<file path="src/rtl/pipe_stage_reg_pkg.sv">
// Shared pipeline-stage types: occupancy state encoding and control-field layout.
// Imported by every pipe_stage_reg file and by the stages that decode out_ctrl.
package pipe_pkg;

  typedef enum logic [1:0] {
    EMPTY = 2'd0,
    ONE   = 2'd1,
    TWO   = 2'd2
  } pipe_state_e;

  localparam int CTRL_W_DEF = 8;

  // Bit positions inside the control field carried alongside the payload.
  localparam int CTRL_ZERO  = 0;
  localparam int CTRL_BR_LO = 1;
  localparam int CTRL_BR_HI = 2;
  localparam int CTRL_MEMR  = 3;
  localparam int CTRL_MEMW  = 4;
  localparam int CTRL_REGW  = 5;
  localparam int CTRL_MEM2R = 6;

endpackage

</file>
<file path="src/rtl/pipe_stage_reg_sat_counter.sv">
// Saturating event counter: holds at all-ones, synchronous clear wins over increment.
// Latency 1 cycle; no backpressure (free-running on inc).
module sat_counter #(
  parameter int CNT_W = 16
) (
  input  logic             clk,
  input  logic             rst_n,
  input  logic             inc,
  input  logic             clr,
  output logic [CNT_W-1:0] cnt
);

  localparam logic [CNT_W-1:0] CNT_MAX = '1;

  logic [CNT_W-1:0] r_cnt;

  always_ff @(posedge clk or negedge rst_n) begin
    if (!rst_n) begin
      r_cnt <= '0;
    end else if (clr) begin
      r_cnt <= '0;
    end else if (inc && (r_cnt != CNT_MAX)) begin
      r_cnt <= r_cnt + CNT_W'(1);
    end
  end

  assign cnt = r_cnt;

endmodule

</file>
<file path="src/rtl/pipe_stage_reg.sv">
// Pipeline stage register: valid/ready handshake, optional 2-entry skid, flush, stall/bubble counters.
// Latency 1 cycle; backpressure via registered in_ready (skid absorbs one beat) or combinational in_ready.
module pipe_stage_reg
  import pipe_pkg::*;
#(
  parameter int DATA_W  = 128,
  parameter int CTRL_W  = CTRL_W_DEF,
  parameter bit SKID_EN = 1'b1,
  parameter int CNT_W   = 16
) (
  input  logic              clk,
  input  logic              rst_n,
  input  logic              in_valid,
  output logic              in_ready,
  input  logic [DATA_W-1:0] in_data,
  input  logic [CTRL_W-1:0] in_ctrl,
  input  logic              flush,
  output logic              out_valid,
  input  logic              out_ready,
  output logic [DATA_W-1:0] out_data,
  output logic [CTRL_W-1:0] out_ctrl,
  input  logic              cnt_clr,
  output logic [CNT_W-1:0]  stall_cnt,
  output logic [CNT_W-1:0]  bubble_cnt
);

  pipe_state_e       r_state;
  pipe_state_e       w_state_nxt;
  logic              w_accept;
  logic              w_emit;
  logic              w_main_ld;
  logic              w_main_from_skid;
  logic              w_skid_ld;
  logic              w_stall_inc;
  logic              w_bubble_inc;
  logic [DATA_W-1:0] r_main_dat;
  logic [CTRL_W-1:0] r_main_ctrl;
  logic [DATA_W-1:0] r_skid_dat;
  logic [CTRL_W-1:0] r_skid_ctrl;

  // With the skid, ready depends only on the registered state so it can be timed as a flop output.
  assign out_valid = (r_state != EMPTY);
  assign in_ready  = SKID_EN ? (r_state != TWO) : (!out_valid || out_ready);
  assign w_accept  = in_valid && in_ready && !flush;
  assign w_emit    = out_valid && out_ready;

  always_ff @(posedge clk or negedge rst_n) begin
    if (!rst_n) begin
      r_state <= EMPTY;
    end else begin
      r_state <= w_state_nxt;
    end
  end

  always_comb begin
    w_state_nxt      = r_state;
    w_main_ld        = 1'b0;
    w_main_from_skid = 1'b0;
    w_skid_ld        = 1'b0;
    case (r_state)
      EMPTY: begin
        if (w_accept) begin
          w_state_nxt = ONE;
          w_main_ld   = 1'b1;
        end
      end
      ONE: begin
        if (w_accept && w_emit) begin
          w_main_ld = 1'b1;
        end else if (w_accept && SKID_EN) begin
          w_state_nxt = TWO;
          w_skid_ld   = 1'b1;
        end else if (w_emit) begin
          w_state_nxt = EMPTY;
        end
      end
      TWO: begin
        if (w_emit) begin
          w_state_nxt      = ONE;
          w_main_from_skid = 1'b1;
        end
      end
      default: begin
        w_state_nxt = EMPTY;
      end
    endcase
    if (flush) begin
      w_state_nxt = EMPTY;
    end
  end

  // Payload flops are never cleared by flush; only valid state and control are killed.
  always_ff @(posedge clk or negedge rst_n) begin
    if (!rst_n) begin
      r_main_dat <= '0;
    end else if (w_main_ld) begin
      r_main_dat <= in_data;
    end else if (w_main_from_skid) begin
      r_main_dat <= r_skid_dat;
    end
  end

  always_ff @(posedge clk or negedge rst_n) begin
    if (!rst_n) begin
      r_skid_dat <= '0;
    end else if (w_skid_ld) begin
      r_skid_dat <= in_data;
    end
  end

  always_ff @(posedge clk or negedge rst_n) begin
    if (!rst_n) begin
      r_main_ctrl <= '0;
      r_skid_ctrl <= '0;
    end else if (flush) begin
      r_main_ctrl <= '0;
      r_skid_ctrl <= '0;
    end else begin
      if (w_main_ld) begin
        r_main_ctrl <= in_ctrl;
      end else if (w_main_from_skid) begin
        r_main_ctrl <= r_skid_ctrl;
      end
      if (w_skid_ld) begin
        r_skid_ctrl <= in_ctrl;
      end
    end
  end

  assign out_data = r_main_dat;
  assign out_ctrl = out_valid ? r_main_ctrl : '0;

  assign w_stall_inc  = out_valid && !out_ready;
  assign w_bubble_inc = !out_valid && out_ready;

  sat_counter #(
    .CNT_W (CNT_W)
  ) u_stall_cnt (
    .clk   (clk),
    .rst_n (rst_n),
    .inc   (w_stall_inc),
    .clr   (cnt_clr),
    .cnt   (stall_cnt)
  );

  sat_counter #(
    .CNT_W (CNT_W)
  ) u_bubble_cnt (
    .clk   (clk),
    .rst_n (rst_n),
    .inc   (w_bubble_inc),
    .clr   (cnt_clr),
    .cnt   (bubble_cnt)
  );

endmodule

</file>
<file path="config.mk">
export PLATFORM = sky130hd
export DESIGN_NAME = pipe_stage_reg
export DESIGN_NICKNAME = d
export VERILOG_FILES = /design/src/rtl/pipe_stage_reg_pkg.sv /design/src/rtl/pipe_stage_reg_sat_counter.sv /design/src/rtl/pipe_stage_reg.sv
export SDC_FILE = /design/constraint.sdc
export NUM_CORES = 1
export LEC_CHECK = 0
export BUFFER_PORTS_ARGS = -buffer_cell sky130_fd_sc_hd__clkbuf_2
export CAP_MARGIN = 20
export CORE_ASPECT_RATIO = 0.5
export CORE_MARGIN = 4
export CORE_UTILIZATION = 54
export CTS_CLUSTER_DIAMETER = 80
export DETAILED_ROUTE_END_ITERATION = 10
export GPL_TIMING_DRIVEN = 0
export PLACE_DENSITY = 0.8
export SLEW_MARGIN = 20
export SYNTH_ARGS = -nofsm -noshare
export SYNTH_HDL_FRONTEND = slang
export SYNTH_HIERARCHICAL = 1
export SYNTH_SLANG_ARGS = --single-unit
</file>
<file path="constraint.sdc">
create_clock -name clk -period 2.75 [get_ports clk]
set_clock_uncertainty 0.05 [all_clocks]
set_input_delay 0.55 -clock clk [delete_from_list [all_inputs] [get_ports clk]]
set_output_delay 0.55 -clock clk [all_outputs]
set_load 0.02 [all_outputs]
</file>
==> results.json <==
{
  "outcome": "completed",
  "die_y_um": 119,
  "critPathKind": "register to register",
  "finalHoldViolCount": 0,
  "period_needed_ns": 2.50,
  "syn_nets": 1141,
  "cts_tree": "done",
  "startpoint_type": "register",
  "fmax_mhz": 399,
  "synth-adder-area-share_pct": 0.189,
  "hold_depth": 2,
  "start_util_pct": 55.1,
  "cp.arrival_ns": 2.86,
  "vdd_drop_max_v": 0.000567,
  "cpLargestDelayFamily": "buffers and inverters",
  "gp_congestion": 0.866,
  "min_to": "out_data[89]$_DFFE_PN0P_",
  "fin_util_pct": 67.4,
  "dpl.hpwl_um": 24500,
  "syn_inst": 997,
  "grt-ovfl-total": 0,
  "hold_start": "in_data[89]",
  "slew_headroom_pct": 62.2,
  "core_area_um2": 24000,
  "final_cells": 1670,
  "synth_top_family_by_area": "compound AO/OA/AOI/OAI gates",
  "clk_latency_ns": 0.54,
  "route.met3.wl_um": 1640,
  "clk_path_buf_depth": 3,
  "path_clk_slew_ns": 0.07,
  "die-area_um2": 27200,
  "end_kind": "register",
  "power_uw": 12100,
  "ios": 312,
  "drt_iter0_drc": 824,
  "rrSetupSlack_ns": 0.25,
  "reg2reg_from": "r_state[1]$_DFFE_PN0P_",
  "crit_buf_inv": 5,
  "reg2reg_depth": 9,
  "place_inst": 1625,
  "grt_max_degree": 92,
  "row_count": 40,
  "synth-seq-cells": 306,
  "die_w_um": 229,
  "synth_edf_count": 0,
  "grt_pass1_vias": 10200,
  "top_layer": "met4",
  "rsz0062_at_grt": "false",
  "p_per_area_nw_per_um2": 749,
  "finalCritPeriodShare_pct": 91.1,
  "vias_per_cell": 5.88,
  "post_cts_buffers": 0,
  "drc": 0,
  "syn_avg_cell_area_um2": 13.3,
  "muxShareOfSynthArea_pct": 12.3,
  "whs_ns": 0.194,
  "antenna_left": 0,
  "final-max-slew-violation-count": 0,
  "synth-xor-area-share_pct": 0,
  "drive_above_1_share_pct": 41.5,
  "cts_buffers": 27,
  "critical_path.most_common_cell": "clkbuf_1",
  "dr.pass1.iters": 5,
  "cts.sinks": 306,
  "setup_viol": 0,
  "synth_compound_area_share_pct": 12.8,
  "worst_slew_pin_slew_ns": 0.562,
  "wl_per_cell_um": 20.6,
  "cts_root_buf": "clkbuf_16",
  "grt_pass1_wl_um": 56000,
  "fillers": 1762,
  "leakage_uw": 0.00781,
  "r2r-end": "u_bubble_cnt/cnt[7]$_DFFE_PN0P_",
  "cap_violations": 0,
  "worstPathRequired_ns": 3.10,
  "layout.nets": 1484,
  "finalSetupTns_ns": 0,
  "path_max_fanout": 10,
  "synth.distinct_cells": 46,
  "io_buffers": 310,
  "max_stage_delay_ns": 0.39,
  "cts.htree.levels": 1,
  "yosysSeqAreaShare_pct": 57.9,
  "ys_async_sr_fraction_pct": 100,
  "syn_to_final_growth_pct": 22.3,
  "grt_use_total_pct": 25.1,
  "synth_flop_cell": "dfrtp_1",
  "hp-class": "primary input to register",
  "routed_wl_um": 34500,
  "m1WireLength_um": 14200,
  "cp_slowest_cell": "o31ai_1",
  "routed-via-count": 9821,
  "grt_antenna_before_repair": 1,
  "synth.cell_area_um2": 13200,
  "ys_warn_count": 6,
  "cp_cell_sequence": "buf_6 > nor2_1 > clkbuf_2 > and2_1 > inv_1 > clkbuf_1 > clkbuf_1 > o31ai_1 > a21oi_1",
  "synthSimpleGateAreaFrac_pct": 12.8,
  "route.met2.wl_um": 16900
}
==> power by group <==
group	leakage (uW)	switching (uW)	total, uW	internal, uW
Sequential	0.00385	468	5860	5400
Clock	0.000442	1680	3960	2280
Combinational	0.00352	1220	2300	1080
==> registers in the layout (all words and copies together) (netlist names) <==
name and cells:
out_data 128, r_main_ctrl 8, r_skid_ctrl 8, r_skid_dat 128, r_state 2, u_bubble_cnt/cnt 16
u_stall_cnt/cnt 16
==> final cells by class <==
cell class / instances / area, um^2 / share of cell area [%]
clock inverter: 10 / 164 / 1.01
timing repair buffer: 314 / 1650 / 10.2
multi-input combinational: 609 / 5040 / 31.1
sequential: 306 / 7660 / 47.3
clock buffer: 33 / 738 / 4.56
buffer: 75 / 508 / 3.14
tap: 315 / 394 / 2.44
antenna: 1 / 2.50 / 0.0155
inverter: 7 / 26.3 / 0.162
==> per-layer routing <==
| layer | vias up | GRT usage [%] |
|---|---|---|
| li1 | 4419 | - |
| met1 | 5018 | 32.6 |
| met2 | 295 | 41.9 |
| met3 | 89 | 4.65 |
| met4 | 0 | 10.5 |
| met5 | - | 0 |
==> metrics by stage <==
step / instance area [um^2] / setup WS (ns)
after floorplan: 13200 / 0.532
after global placement: 15200 / -5.13
after detailed placement: 15300 / 0.0209
after CTS: 16200 / 0.0896
after global routing: 16200 / 0.0604
final: 16200 / 0.246
==> repair_timing <==
action / 4_1_cts / 5_1_grt
hold buffers: 1 / 0
resized for setup: 0 / 2
hold endpoints to repair: 62 / 0
setup endpoints to repair: 0 / 19
==> cells in the mapped netlist (2+ instances only) <==
master	number	area share, %
a21oi_1	23	0.87
a221o_1	128	9.7
and3_1	4	0.19
buf_2	29	1.1
and2_1	129	6.1
buf_4	2	0.11
nor4_4	2	0.32
nand2_1	29	0.82
o21ai_1	6	0.23
nand4_1	12	0.57
nor4_1	8	0.38
or3_2	2	0.11
buf_6	7	0.60
nand2b_1	2	0.095
a211oi_2	2	0.19
nor2_1	12	0.34
or4_2	4	0.26
a311oi_1	8	0.53
buf_8	10	1.1
nor2b_1	25	1.2
nor3_1	10	0.38
mux2_1	8	0.68
clkbuf_1	26	0.74
ha_1	2	0.19
o211ai_2	2	0.19
or3_1	4	0.19
nand3_1	6	0.23
mux2_2	136	12
and4_2	4	0.30
o31ai_1	14	0.79
nand4_2	2	0.19
inv_1	7	0.20
o21ai_0	2	0.076
dfrtp_1	306	58
or4_1	10	0.57
nand3b_1	4	0.23
==> cell usage in the layout (no fill, tap or decap), types with 3 or more instances in the layout <==
| cell type | count |
|---|---|
| buf_8 | 10 |
| clkbuf_16 | 27 |
| buf_6 | 7 |
| o21ai_1 | 6 |
| nand3b_1 | 4 |
| clkbuf_1 | 27 |
| or4_1 | 10 |
| a21oi_1 | 23 |
| nor3_1 | 10 |
| dfrtp_1 | 306 |
| bufinv_16 | 4 |
| buf_16 | 3 |
| mux2_1 | 8 |
| and2_1 | 129 |
| and3_1 | 4 |
| nand4_1 | 12 |
| and4_2 | 4 |
| nor4_1 | 8 |
| clkbuf_8 | 5 |
| inv_1 | 7 |
| nor2b_1 | 25 |
| nand2_1 | 29 |
| buf_2 | 29 |
| nand3_1 | 6 |
| or3_1 | 4 |
| nor2_1 | 12 |
| a221o_1 | 128 |
| or4_2 | 4 |
| clkbuf_2 | 310 |
| inv_6 | 3 |
| mux2_2 | 136 |
| o31ai_1 | 14 |
| a311oi_1 | 8 |
==> cells by family after synthesis <==
family | after synthesis
mux | 145
simple gates | 274
compound gates | 188
flops | 306
buf+inv | 82
fa+ha+maj | 2
==> worst max path at each step <==
stage | startpoint | endpoint | depth (start not counted)
global route | r_state[1]$_DFFE_PN0P_ | u_bubble_cnt/cnt[6]$_DFFE_PN0P_ | 9
CTS | r_state[1]$_DFFE_PN0P_ | u_bubble_cnt/cnt[7]$_DFFE_PN0P_ | 9
global placement | rst_n | r_skid_dat[74]$_DFFE_PN0P_ | 1
detailed placement | out_ready | r_skid_dat[104]$_DFFE_PN0P_ | 7
floorplan | r_state[1]$_DFFE_PN0P_ | u_bubble_cnt/cnt[3]$_DFFE_PN0P_ | 8
finish | r_state[1]$_DFFE_PN0P_ | u_bubble_cnt/cnt[7]$_DFFE_PN0P_ | 9
Power figures use the tool's default switching activity.
